<file path="src/rtl/alu.sv">
`default_nettype none
// ============================================================================
// Module   : alu
// Brief    : 4-bit registered ALU, 5-bit result, 32 opcodes. The arithmetic
//            and shift group returns carry/borrow/shift-out in out[4]. The
//            logic and compare group forces out[4] to 0. Latency is one cycle.
// Revision : 1.0  initial release
// ============================================================================
module alu (
    input  logic       clk,
    input  logic       rst_n,
    output logic [4:0] out,
    input  logic [3:0] a1,
    input  logic [3:0] b1,
    input  logic [4:0] switch,
    input  logic       cary
);

    // Operands zero-extended to 5 bits so that arithmetic wraps modulo 32
    // and the carry or borrow lands naturally in bit 4.
    logic [4:0] a_ext;
    logic [4:0] b_ext;
    logic [4:0] c_ext;
    logic [4:0] out_d;
    logic [4:0] out_q;

    assign a_ext = {1'b0, a1};
    assign b_ext = {1'b0, b1};
    assign c_ext = {4'b0000, cary};

    // Next-state result: a pure function of the current operands, opcode and carry-in
    always_comb begin
        out_d = 5'b00000;
        case (switch)
            // Arithmetic group
            5'd0:  out_d = a_ext + b_ext + c_ext;
            5'd1:  out_d = a_ext - b_ext - c_ext;
            5'd2:  out_d = a_ext + 5'd1;
            5'd3:  out_d = a_ext - 5'd1;
            5'd4:  out_d = b_ext + 5'd1;
            5'd5:  out_d = b_ext - 5'd1;
            5'd6:  out_d = a_ext + c_ext;
            5'd7:  out_d = 5'd0 - a_ext;
            // Shift/rotate: out[4] receives the bit shifted out of A
            5'd8:  out_d = {a1[3], a1[2:0], cary};
            5'd9:  out_d = {a1[0], cary, a1[3:1]};
            5'd10: out_d = {a1[3], a1[2:0], a1[3]};
            5'd11: out_d = {a1[0], a1[0], a1[3:1]};
            5'd12: out_d = a_ext;
            5'd13: out_d = b_ext;
            5'd14: out_d = a_ext + b_ext;
            5'd15: out_d = a_ext - b_ext;
            // Logic group: bit 4 is always zero
            5'd16: out_d = {1'b0, a1 & b1};
            5'd17: out_d = {1'b0, a1 | b1};
            5'd18: out_d = {1'b0, a1 ^ b1};
            5'd19: out_d = {1'b0, ~a1};
            5'd20: out_d = {1'b0, ~(a1 & b1)};
            5'd21: out_d = {1'b0, ~(a1 | b1)};
            5'd22: out_d = {1'b0, ~(a1 ^ b1)};
            5'd23: out_d = {1'b0, ~b1};
            5'd24: out_d = {1'b0, a1 & ~b1};
            5'd25: out_d = {1'b0, a1 | ~b1};
            5'd26: out_d = {1'b0, ~a1 & b1};
            5'd27: out_d = {1'b0, ~a1 | b1};
            // Unsigned compare flags: {lt, gt, eq} in the low three bits
            5'd28: out_d = {2'b00, (a1 < b1), (a1 > b1), (a1 == b1)};
            5'd29: out_d = (a1 < b1) ? a_ext : b_ext;
            5'd30: out_d = (a1 > b1) ? a_ext : b_ext;
            5'd31: out_d = 5'b00000;
            default: out_d = 5'b00000;
        endcase
    end

    // Output register; reset clears it immediately, independent of clk
    always_ff @(posedge clk or negedge rst_n) begin
        if (!rst_n) begin
            out_q <= 5'b00000;
        end else begin
            out_q <= out_d;
        end
    end

    assign out = out_q;

endmodule
`default_nettype wire

</file>
<file path="config.mk">
export PLATFORM = sky130hd
export DESIGN_NAME = alu
export DESIGN_NICKNAME = d
export VERILOG_FILES = /design/src/rtl/alu.sv
export SDC_FILE = /design/constraint.sdc
export NUM_CORES = 1
export LEC_CHECK = 0
export ABC_AREA = 1
export CAP_MARGIN = 0
export CORE_MARGIN = 4
export CORE_UTILIZATION = 39
export DETAILED_ROUTE_END_ITERATION = 8
export HOLD_SLACK_MARGIN = 0.05
export RECOVER_POWER = 100
export SYNTH_ARGS = -nofsm -noshare
export SYNTH_HDL_FRONTEND = slang
export SYNTH_SLANG_ARGS = --single-unit
</file>
<file path="constraint.sdc">
create_clock -name clk -period 1.3 [get_ports clk]
set_clock_uncertainty 0.05 [all_clocks]
set_input_delay 0.39 -clock clk [delete_from_list [all_inputs] [get_ports clk]]
set_output_delay 0.39 -clock clk [all_outputs]
set_load 0.05 [all_outputs]
</file>
After elaboration in Yosys (flattened, before gate mapping)
Index checks and enable logic that the tools add are counted.
{"block": "totals", "ff_bits": 5, "in_bits": 16, "output_inout_bits": 5, "elab_cells": 61}
{"block": "classes", "add_sub_neg": 10, "n_lt_le_gt_ge": 2, "eq_ne": 32, "mux": 3, "bitwise_logic": 12, "reduce_logical": 1}
{"cell": "$pmux W5 S32", "count": 1}
{"cell": "$eq A5 B5 Y1 const B", "count": 16}
{"cell": "$eq A5 B4 Y1 const B", "count": 8}
{"cell": "$eq A5 B3 Y1 const B", "count": 4}
{"cell": "$not A4 Y4", "count": 5}
{"cell": "$and A4 B4 Y4", "count": 3}
{"cell": "$or A4 B4 Y4", "count": 3}
{"cell": "$add A4 B1 Y5 const B", "count": 2}
{"cell": "$eq A5 B2 Y1 const B", "count": 2}
{"cell": "$sub A4 B1 Y5 const B", "count": 2}
{"cell": "$mux W4", "count": 2}
{"cell": "$add A4 B1 Y5", "count": 1}
{"cell": "$add A4 B4 Y5", "count": 1}
{"cell": "$add A5 B1 Y5", "count": 1}
{"cell": "$eq A5 B1 Y1 const B", "count": 1}
{"cell": "$logic_not A5 Y1", "count": 1}
{"cell": "$sub A1 B4 Y5 const A", "count": 1}
{"cell": "$sub A4 B4 Y5", "count": 1}
{"cell": "$sub A5 B1 Y5", "count": 1}
{"cell": "$eq A4 B4 Y1", "count": 1}
{"cell": "$gt A4 B4 Y1", "count": 1}
{"cell": "$lt A4 B4 Y1", "count": 1}
{"cell": "$xor A4 B4 Y4", "count": 1}

Depth between registers and ports, before layout
Gate-level depths: netlist of the first run.
{"block": "depth", "depth_word": 3, "mapped_depth": 17, "mapped_depth_nobuf": 16}

Worst setup path after synthesis of the first run
Ideal clock, no wire load.
{"block": "synth_path", "path_kind": "input -> register", "from": "input port a1[0]", "to": "register out_q[2] (netlist: out[2])", "setup_ns": 0.129, "t_arrival_ns": 2.292, "required_ns": 1.121, "slack_ns": -1.170, "stages": 12, "path_buffers": 1, "cell_sequence": "inv_1 clkbuf_1 ha_1 inv_1 fa_1 inv_1 ha_1 xor2_1 nand2_1 o21ai_0 nor3_1 nand3_1"}
{"block": "synth_between", "elab_chain_len": 3, "word_cells_on_any_way": 13, "cone_classes": "add/sub: 8; order compare: 2; mux: 3"}
{"item": "start, declared", "line": "13", "source": "input logic [3:0] a1,"}
{"item": "$sub A4 B4 Y5, or another cell as far along", "line": "37, 52"}
{"item": "$sub A5 B1 Y5, or another cell as far along", "line": "37", "source": "5'd1: out_d = a_ext - b_ext - c_ext;"}
{"item": "$pmux W5 S32 (*)", "line": "34", "source": "case (switch)"}
{"item": "net out_d[2]", "line": "24", "source": "logic [4:0] out_d;"}
{"item": "end signal, assigned", "line": "80", "source": "out_q <= out_d;"}
{"item": "end, declared", "line": "25", "source": "logic [4:0] out_q;"}
Mark *: on every way through the listed nets, which the timed path passes. The rest lies on a longest branch.

Worst setup path in the final report of the first run
Same ends and word-level chain as after synthesis.

==> impl_metrics.tcl, run 1 <==
set metrics [dict create \
    drc_errors 0 \
    crit_start "a1[0]" \
    die_w_um 85.3 \
    drt-initial-drc-count 237 \
    place_inst 606 \
    start_util_pct 41.3 \
    io-pin-count 21 \
    vias_per_cell 5.53 \
    fin_nets 590 \
    cp_max_fo 4 \
    cpMostUsedCell "ha_4" \
    use_met3_pct 3.01 \
    max_slew.worst_pin.slew_ns 0.399 \
    min_path_type "in -> async" \
    path_depth 12 \
    grtUsageTotal_pct 27.1 \
    fmax_mhz 497 \
    status "finished, violations left" \
    rsz0062_at_grt "yes" \
    grt_pass1_wl_um 15900 \
    ys_ff_latch 5 \
    firstDrtPassIters 8 \
    netlist_instances 416 \
    grt_overflow_total 0 \
    critPathKind "in -> reg" \
    rows 27 \
    portBuffers 20 \
    syn-num-nets 460 \
    final-instance-count-excl-fill 617 \
    largest_reg_flops 5 \
    synth_cell_type_count 35 \
    routabilityCongestion 1.04 \
    die-area_um2 7270 \
    core_um2 5640 \
    drive_gt1_share_pct 38.3 \
    cts_buffers 3 \
    fill_cells 528 \
    antennaDiodeCount 0 \
    grt_pass1_vias 3315 \
    fin_ws_ns -0.712 \
    arrival_ns 2.06 \
    routed_wl_um 9810 \
    vdd_drop_max_v 0.000524 \
    path_cells "buf_12, inv_12, ha_4, inv_4, fa_2, inv_2, ha_4, xor2_1, nand2_1, o21ai_2, nor3_2, nand3_1" \
    slew_headroom_pct 73.3 \
    die_h_um 85.3 \
    yosys_warnings 0 \
    grt_max_degree 14 \
    p_leak_uw 0.00185 \
    regArea_um2 125 \
    endpoint "out[2]" \
    p_per_area_nw_per_um2 486 \
    finalCritPeriodShare_pct 155 \
    clockRootBuffer "clkbuf_8" \
    critPathRequiredTime_ns 1.34 \
    wl_per_cell_um 15.9 \
    cts.htree.levels 1 \
    grt_busiest_layer "met2" \
    vias 3415 \
    drv_cap 0 \
    finalSetupViolCount 5 \
    grt_util_met2_pct 46.0 \
    hpwl_um 8060 \
    min_period_ns 2.01 \
    syn_to_final_growth_pct 62.4 \
    critPathBufInv 4 \
    postPlaceCellArea_um2 3500 \
    slew_violations 0 \
    slowest_stage "fa_2" \
    synth.avg_cell_area_um2 5.59 \
    path_clk_slew_ns 0.03 \
    final-hold-violation-count 0 \
    multi_input_area_um2 2220 \
    ant_nets 0 \
    clock_sinks 5 \
    antenna_found_initial 0 \
    totalPowerFinal_uw 1840 \
    cts_tree "done" \
    ctsLongestPathBuffers 2 \
    violations "setup timing" \
    max_stage_delay_ns 0.56 \
    grt_util_met1_pct 33.7 \
    startpoint_type "primary input" \
    stdcell_area_um2 3780 \
    cp_top_family "adder cells" \
    critPathCaptureType "flip-flop" \
    netlist_area_um2 2330 \
    seq_area_frac_synth_pct 5.38 \
]
power by group:
group          switching (uW)  total [uW]  internal (uW)
clock                    70.3         280            210
combinational             792        1360            569
sequential               7.86         195            187
total                     870        1840            965
cell usage in the layout, fill, tap and decap left out, types with 2 or more instances in the layout:
cell / n
ha_1: 17
nor3_2: 2
clkbuf_8: 3
nand2_2: 7
nor2_1: 39
nand4_1: 8
o21ai_0: 13
o211ai_1: 6
buf_12: 2
dfrtp_1: 5
nand3_4: 2
inv_1: 40
nor2_4: 10
o22ai_1: 14
nand3_1: 57
inv_2: 9
nor2_2: 11
dlygate4sd2_1: 4
buf_2: 3
buf_4: 106
clkinv_2: 2
clkdlybuf4s15_2: 4
nand3b_1: 2
inv_4: 3
clkbuf_4: 6
a21oi_1: 11
xor2_1: 5
a21oi_2: 2
nor3_1: 2
o21ai_2: 2
ha_4: 6
ha_2: 3
nand2_4: 3
nand2_1: 101
o21ai_1: 4
buf_6: 6
nand3_2: 8
kinds of logic (layout without fill, tap and decap cells):
logic type      after synthesis  in the layout  share of synthesized area [%]
buf+inv                      64            193                           12.1
xor+xnor                      6              6                           2.26
compound gates               59             59                           14.9
fa+ha+maj                    28             28                           15.7
flops                         5              5                           5.38
simple gates                254            254                           49.7
final cells by class:
class                      instances  area share (%)
inverter                          56            6.29
tap                               72            2.38
multi-input combinational        347            58.7
sequential                         5            3.31
timing repair buffer             133            28.1
clock buffer                       4            1.19
worst min-delay path by stage:
stage | startpoint | to | depth (start not counted)
detailed placement | rst_n | out[2] | 1
global placement | rst_n | out[2] | 1
global route | rst_n | out[2] | 1
finish | rst_n | out[2] | 1
floorplan | rst_n | out[0] | 0
CTS | rst_n | out[2] | 1
timing repair:
action / 4_1_cts / 5_1_grt
buffers inserted: 4 / 4
gates resized for setup: 95 / 18
pin swaps: 28 / 18
cloned: 0 / 0
hold buffers: 0 / 0
setup endpoints to repair: 5 / 5
through the flow:
stage / TNS, ns / util, % / hold WS, ns / setup WS, ns
after floorplan: -3.45 / - / 0.0444 / -0.830
after global placement: -6.71 / 62.0 / 0.571 / -1.39
after detailed placement: -6.91 / 62.0 / 0.568 / -1.46
after CTS: -3.37 / 66.8 / 0.340 / -0.768
after global routing: -3.79 / 67.0 / 0.424 / -0.800
final: -3.14 / 67.0 / 0.406 / -0.712
cell usage after synthesis:
| cell type | number | area share [%] |
|---|---|---|
| buf_6 | 4 | 1.9 |
| inv_1 | 52 | 8.4 |
| o2bb2ai_1 | 1 | 0.38 |
| nor2_2 | 1 | 0.27 |
| o21ai_0 | 17 | 3.7 |
| fa_1 | 2 | 1.7 |
| o21ai_1 | 1 | 0.21 |
| nor3_1 | 4 | 0.86 |
| ha_1 | 26 | 14 |
| a31oi_1 | 1 | 0.27 |
| nor3b_1 | 1 | 0.32 |
| inv_2 | 2 | 0.32 |
| nand3_1 | 64 | 14 |
| a211oi_1 | 1 | 0.32 |
| clkinv_1 | 2 | 0.32 |
| nor2_4 | 4 | 1.9 |
| o21bai_1 | 1 | 0.32 |
| xnor2_1 | 1 | 0.38 |
| xor2_1 | 5 | 1.9 |
| o22ai_1 | 15 | 4.0 |
| buf_4 | 3 | 0.97 |
| nor4_4 | 1 | 0.91 |
| o21ai_2 | 1 | 0.38 |
| o211ai_1 | 6 | 1.9 |
| o2111ai_1 | 1 | 0.38 |
| nand2_1 | 107 | 17 |
| nand3_4 | 1 | 0.75 |
| nor2_1 | 55 | 8.9 |
| dfrtp_1 | 5 | 5.4 |
| clkbuf_1 | 1 | 0.16 |
| a21oi_1 | 14 | 3.0 |
| nand2_2 | 4 | 1.1 |
| nand3_2 | 2 | 0.86 |
| nand4_1 | 8 | 2.2 |
| nand3b_1 | 2 | 0.64 |
routing by layer:
metal	wire length [um]	vias up	part of all wire, %
met2	4560	177	46
met3	610	38	6.2
li1	-	1649	-
met1	4150	1551	42
met5	0	-	0
met4	485	0	4.9
No activity file was read; power rests on OpenSTA's default activity.
==> run 2: changes to the inputs <==
- GPL_TIMING_DRIVEN: unset -> 0
==> run 2 against run 1 <==
  * The run still ends with setup timing left
  * Fmax down 7.2%
  * Non-clock buffer count down 86
  * Hold slack better by 0.0016 ns
  * Final area down 18%
  * Global-route usage down 2.0 points
  * Sequential share of layout area up 0.71 points
  * Critical path depth up 1
  * Routed wire length down 4.9%
  * Combinational power down 14%
  * Largest power group unchanged
==> impl_metrics.tcl, run 2 (same netlist as run 1, synthesis figures left out) <==
set metrics [dict create \
    core_um2 5640 \
    grt_max_degree 13 \
    grt_overflow_total 0 \
    die-area_um2 7270 \
    p_leak_uw 0.00143 \
    min_path_type "in -> async" \
    routed_wl_um 9330 \
    die_h_um 85.3 \
    fmax_mhz 461 \
    hpwl_um 6940 \
    cp_max_fo 3 \
    grt_pass1_wl_um 14400 \
    p_per_area_nw_per_um2 530 \
    final_common_cell "nand2_1" \
    syn_to_final_growth_pct 33.6 \
    clock_sinks 5 \
    largest_reg_flops 5 \
    arrival_ns 2.21 \
    io-pin-count 21 \
    fin_nets 504 \
    vias_per_cell 5.71 \
    max_slew.worst_pin.slew_ns 0.504 \
    cts_tree "done" \
    vias 3033 \
    firstDrtPassIters 5 \
    grtUsageTotal_pct 25.1 \
    status "finished, violations left" \
    antennaDiodeCount 0 \
    portBuffers 19 \
    min_period_ns 2.17 \
    routabilityCongestion 0.927 \
    path_clk_slew_ns 0.03 \
    drt-initial-drc-count 321 \
    final_core_util_pct 55.1 \
    critPathKind "in -> reg" \
    ant_nets 0 \
    ctsLongestPathBuffers 2 \
    wl_per_cell_um 17.6 \
    cts.htree.levels 1 \
    grt_pass1_vias 2791 \
    finalSetupViolCount 5 \
    rows 27 \
    finalCritPeriodShare_pct 167 \
    fill_cells 588 \
    start_util_pct 41.3 \
    clockRootBuffer "clkbuf_8" \
    die_w_um 85.3 \
    slew_violations 0 \
    vdd_drop_max_v 0.000573 \
    setup_tns_ns -3.71 \
    cts_buffers 3 \
    fin_ws_ns -0.867 \
    drc_errors 0 \
    startpoint_type "primary input" \
    critPathRequiredTime_ns 1.34 \
    slew_headroom_pct 66.1 \
    critPathCaptureType "flip-flop" \
    drive_gt1_share_pct 24.8 \
    violations "setup timing" \
    final_cell_mix "nand2_1, nand3_1, nor2_1" \
    fin_hold_ws_ns 0.408 \
    antenna_found_initial 0 \
    drv_cap 0 \
    rsz0062_at_grt "yes" \
    final-hold-violation-count 0 \
]
==> run 2: changes by cell type in the layout (fill, tap and decap cells not counted), moves of 4 or more <==
cell and delta:
buf_4 -84, clkbuf_2 +8, clkbuf_4 -6, dlygate4sd2_1 -4, nand2_1 +5, nand2_2 -5, nor2_1 +7, nor2_4 -4
==> run 2: where the power goes <==
part,total (uW),internal (uW),switching (uW)
Clock,279,210,68.9
Combinational,1170,424,749
Sequential,195,187,7.87
Total,1650,821,826
==> run 2: path summary, 6_finish.rpt <==
| kind | startpoint | endpoint | slack [ns] | cells past startpoint |
|---|---|---|---|---|
| max in group asynchronous | rst_n | out[3] | 0.61 | 1 |
| max | a1[0] | out[2] | -0.87 | 13 |
| min in group clk | a1[1] | out[2] | 0.58 | 5 |
| min | rst_n | out[1] | 0.41 | 1 |
==> run 2: layout make-up <==
type | instances | area (um2) | share of cell area (%)
Clock buffer | 4 | 45.0 | 1.45
Sequential cell | 5 | 125 | 4.02
Timing Repair Buffer | 40 | 339 | 10.9
Buffer | 7 | 93.8 | 3.02
Inverter | 56 | 260 | 8.37
Multi-Input combinational cell | 347 | 2160 | 69.3
Tap cell | 72 | 90.1 | 2.90
==> run 2: worst max-delay path, stage by stage <==
cell and delay [ns]:
buf_12 0.11, inv_12 0.04, clkbuf_16 0.13, ha_4 0.16, inv_4 0.04, fa_2 0.53, inv_2 0.06, ha_4 0.15
xor2_1 0.15, nand2_1 0.09, o21ai_2 0.06, nor3_2 0.18, nand3_1 0.09
==> run 2: repair_timing <==
item | CTS | global route
resized for setup | 124 | 26
setup endpoints to repair | 10 | 5
pin swaps | 18 | 10
hold buffers | 0 | 0
buffers inserted | 19 | 2
==> run 2: stage by stage <==
stage | instance area (um2) | cells | setup WS (ns) | power (uW)
after global placement | 2730 | 507 | -2.08 | 1190
final | 3110 | 531 | -0.867 | 1650
after CTS | 3030 | 529 | -0.838 | 1580
after global routing | 3110 | 531 | -0.927 | 1770
after detailed placement | 2730 | 507 | -2.07 | 1200
after floorplan | 2450 | 416 | -0.830 | 872
==> run 2: layer usage <==
metal,global-route usage [%],share of wire [%],vias up
met1,33.1,42,1376
met3,3.30,8.2,34
li1,-,-,1471
met5,0,0,-
met4,8.49,3.8,0
met2,41.9,46,152
==> run 3: changes to the inputs <==
- GPL_TIMING_DRIVEN: 0 -> unset
- REMOVE_ABC_BUFFERS: unset -> 1
==> run 3 against run 2 <==
  * The flow still finishes with violations (setup timing)
  * Cell count is 18% higher
  * Critical path depth is 1 lower
  * Die area stayed put
  * Count of clock-buffer cells in the layout stayed put
  * Clock power is 3% higher
  * Hold slack better by 0.0068 ns
  * Combinational power is 26% higher
  * Sequential cell count stayed put
  * Critical path type unchanged
==> impl_metrics.tcl, run 3 (same netlist as run 1, synthesis figures left out) <==
set metrics [dict create \
    status "finished, violations left" \
    violations "setup timing" \
    fin_nets 601 \
    final_cell_mix "buf_4, nand2_1, nand3_1" \
    critPathRequiredTime_ns 1.35 \
    dp_slack_ns -1.46 \
    largest_reg_flops 5 \
    fin_ws_ns -0.684 \
    slew_headroom_pct 69.9 \
    finalSetupViolCount 5 \
    slew_violations 0 \
    cp_max_fo 2 \
    cts.htree.levels 1 \
    die_h_um 85.3 \
    routed_wl_um 10200 \
    critPathCaptureType "flip-flop" \
    syn_to_final_growth_pct 69.4 \
    final_core_util_pct 69.9 \
    min_period_ns 1.98 \
    p_per_area_nw_per_um2 494 \
    max_slew.worst_pin.slew_ns 0.450 \
    max_stage_delay_ns 0.52 \
    grt_overflow_total 0 \
    drt-initial-drc-count 293 \
    rsz0062_at_grt "yes" \
    slowest_stage "fa_2" \
    vdd_drop_max_v 0.000492 \
    wl_per_cell_um 16.3 \
    cts_buffers 3 \
    rows 27 \
    cp_top_family "adder cells" \
    startpoint_type "primary input" \
    drive_gt1_share_pct 44.1 \
    critPathKind "in -> reg" \
    fin_hold_ws_ns 0.415 \
    finalCritPeriodShare_pct 153 \
    p_leak_uw 0.00190 \
    critPathBufInv 4 \
    firstDrtPassIters 5 \
    drc_errors 0 \
    cpMostUsedCell "ha_4" \
    path_cells "buf_8, inv_6, ha_4, inv_4, fa_2, inv_2, ha_4, xor2_1, nand2_1, o21ai_2, nor3_2, nand3_1" \
    arrival_ns 2.03 \
    ctsLongestPathBuffers 2 \
    routabilityCongestion 0.965 \
    drv_cap 0 \
    final_common_cell "buf_4" \
    min_path_type "in -> async" \
    clockRootBuffer "clkbuf_8" \
    core_um2 5640 \
    antenna_found_initial 0 \
    grtUsageTotal_pct 28.0 \
    final-hold-violation-count 0 \
    grt_max_degree 14 \
    hpwl_um 7760 \
    path_clk_slew_ns 0.04 \
    die_w_um 85.3 \
    hold_buffers 0 \
    clock_sinks 5 \
    grt_pass1_vias 3337 \
    vias_per_cell 5.48 \
    fmax_mhz 504 \
    die-area_um2 7270 \
    cts_tree "done" \
    antennaDiodeCount 0 \
    portBuffers 20 \
    vias 3443 \
    io-pin-count 21 \
    start_util_pct 41.3 \
    ant_nets 0 \
    grt_pass1_wl_um 16200 \
]
[run 3: changes by cell type in the layout (fill, tap and decap cells not counted), moves of 4 or more]
cell      delta
clkbuf_4     +5
nand2_2     +12
clkbuf_2     -6
buf_6       +16
buf_4       +81
nand3_2      +4
nand3_1      -4
nor2_4       +4
nand2_1     -13
nor2_1       -6
inv_1        -6
inv_2        +9
[run 3: repair_timing]
item,CTS,global route
pin swaps,53,30
cloned,0,1
setup endpoints to repair,5,5
setup buffers,16,7
resized for setup,142,44
[run 3: worst paths after layout]
| kind | depth (start not counted) | slack [ns] | start | end |
|---|---|---|---|---|
| min in group clk | 8 | 0.77 | a1[2] | out[3] |
| worst min-delay path | 1 | 0.41 | rst_n | out[2] |
| worst max-delay path | 12 | -0.68 | a1[0] | out[2] |
| max in group asynchronous | 1 | 0.58 | rst_n | out[1] |
[run 3: report_power, final]
group / leakage [uW] / switching, uW / internal, uW
clock: 0.0000228 / 76.2 / 210
combinational: 0.00182 / 832 / 635
sequential: 0.0000604 / 6.43 / 187
[run 3: final cells by class]
class	instances	area, um2
multi-input cells	347	2270
fillers	505	1700
repair buffers	144	1180
inverters	56	229
flip-flops and latches	5	125
well taps	72	90.1
clock buffers	4	45.0
[run 3: metrics by stage]
step | setup TNS, ns | cells | power [uW] | cell area (um2)
final | -3.01 | 628 | 1950 | 3940
after global routing | -3.45 | 628 | 2090 | 3940
after CTS | -3.17 | 620 | 1950 | 3840
after detailed placement | -6.83 | 601 | 1450 | 3370
after global placement | -6.73 | 601 | 1430 | 3370
after floorplan | -4.22 | 408 | 790 | 2260
[run 3: per-layer routing]
metal	track usage, %	share of wire (%)	wire (um)	vias up
met1	34.7	40	4110	1596
met2	48.8	49	4970	143
met5	0	0	0	-
li1	-	-	-	1664
met4	10.6	4.1	421	0
met3	3.69	7.0	714	40
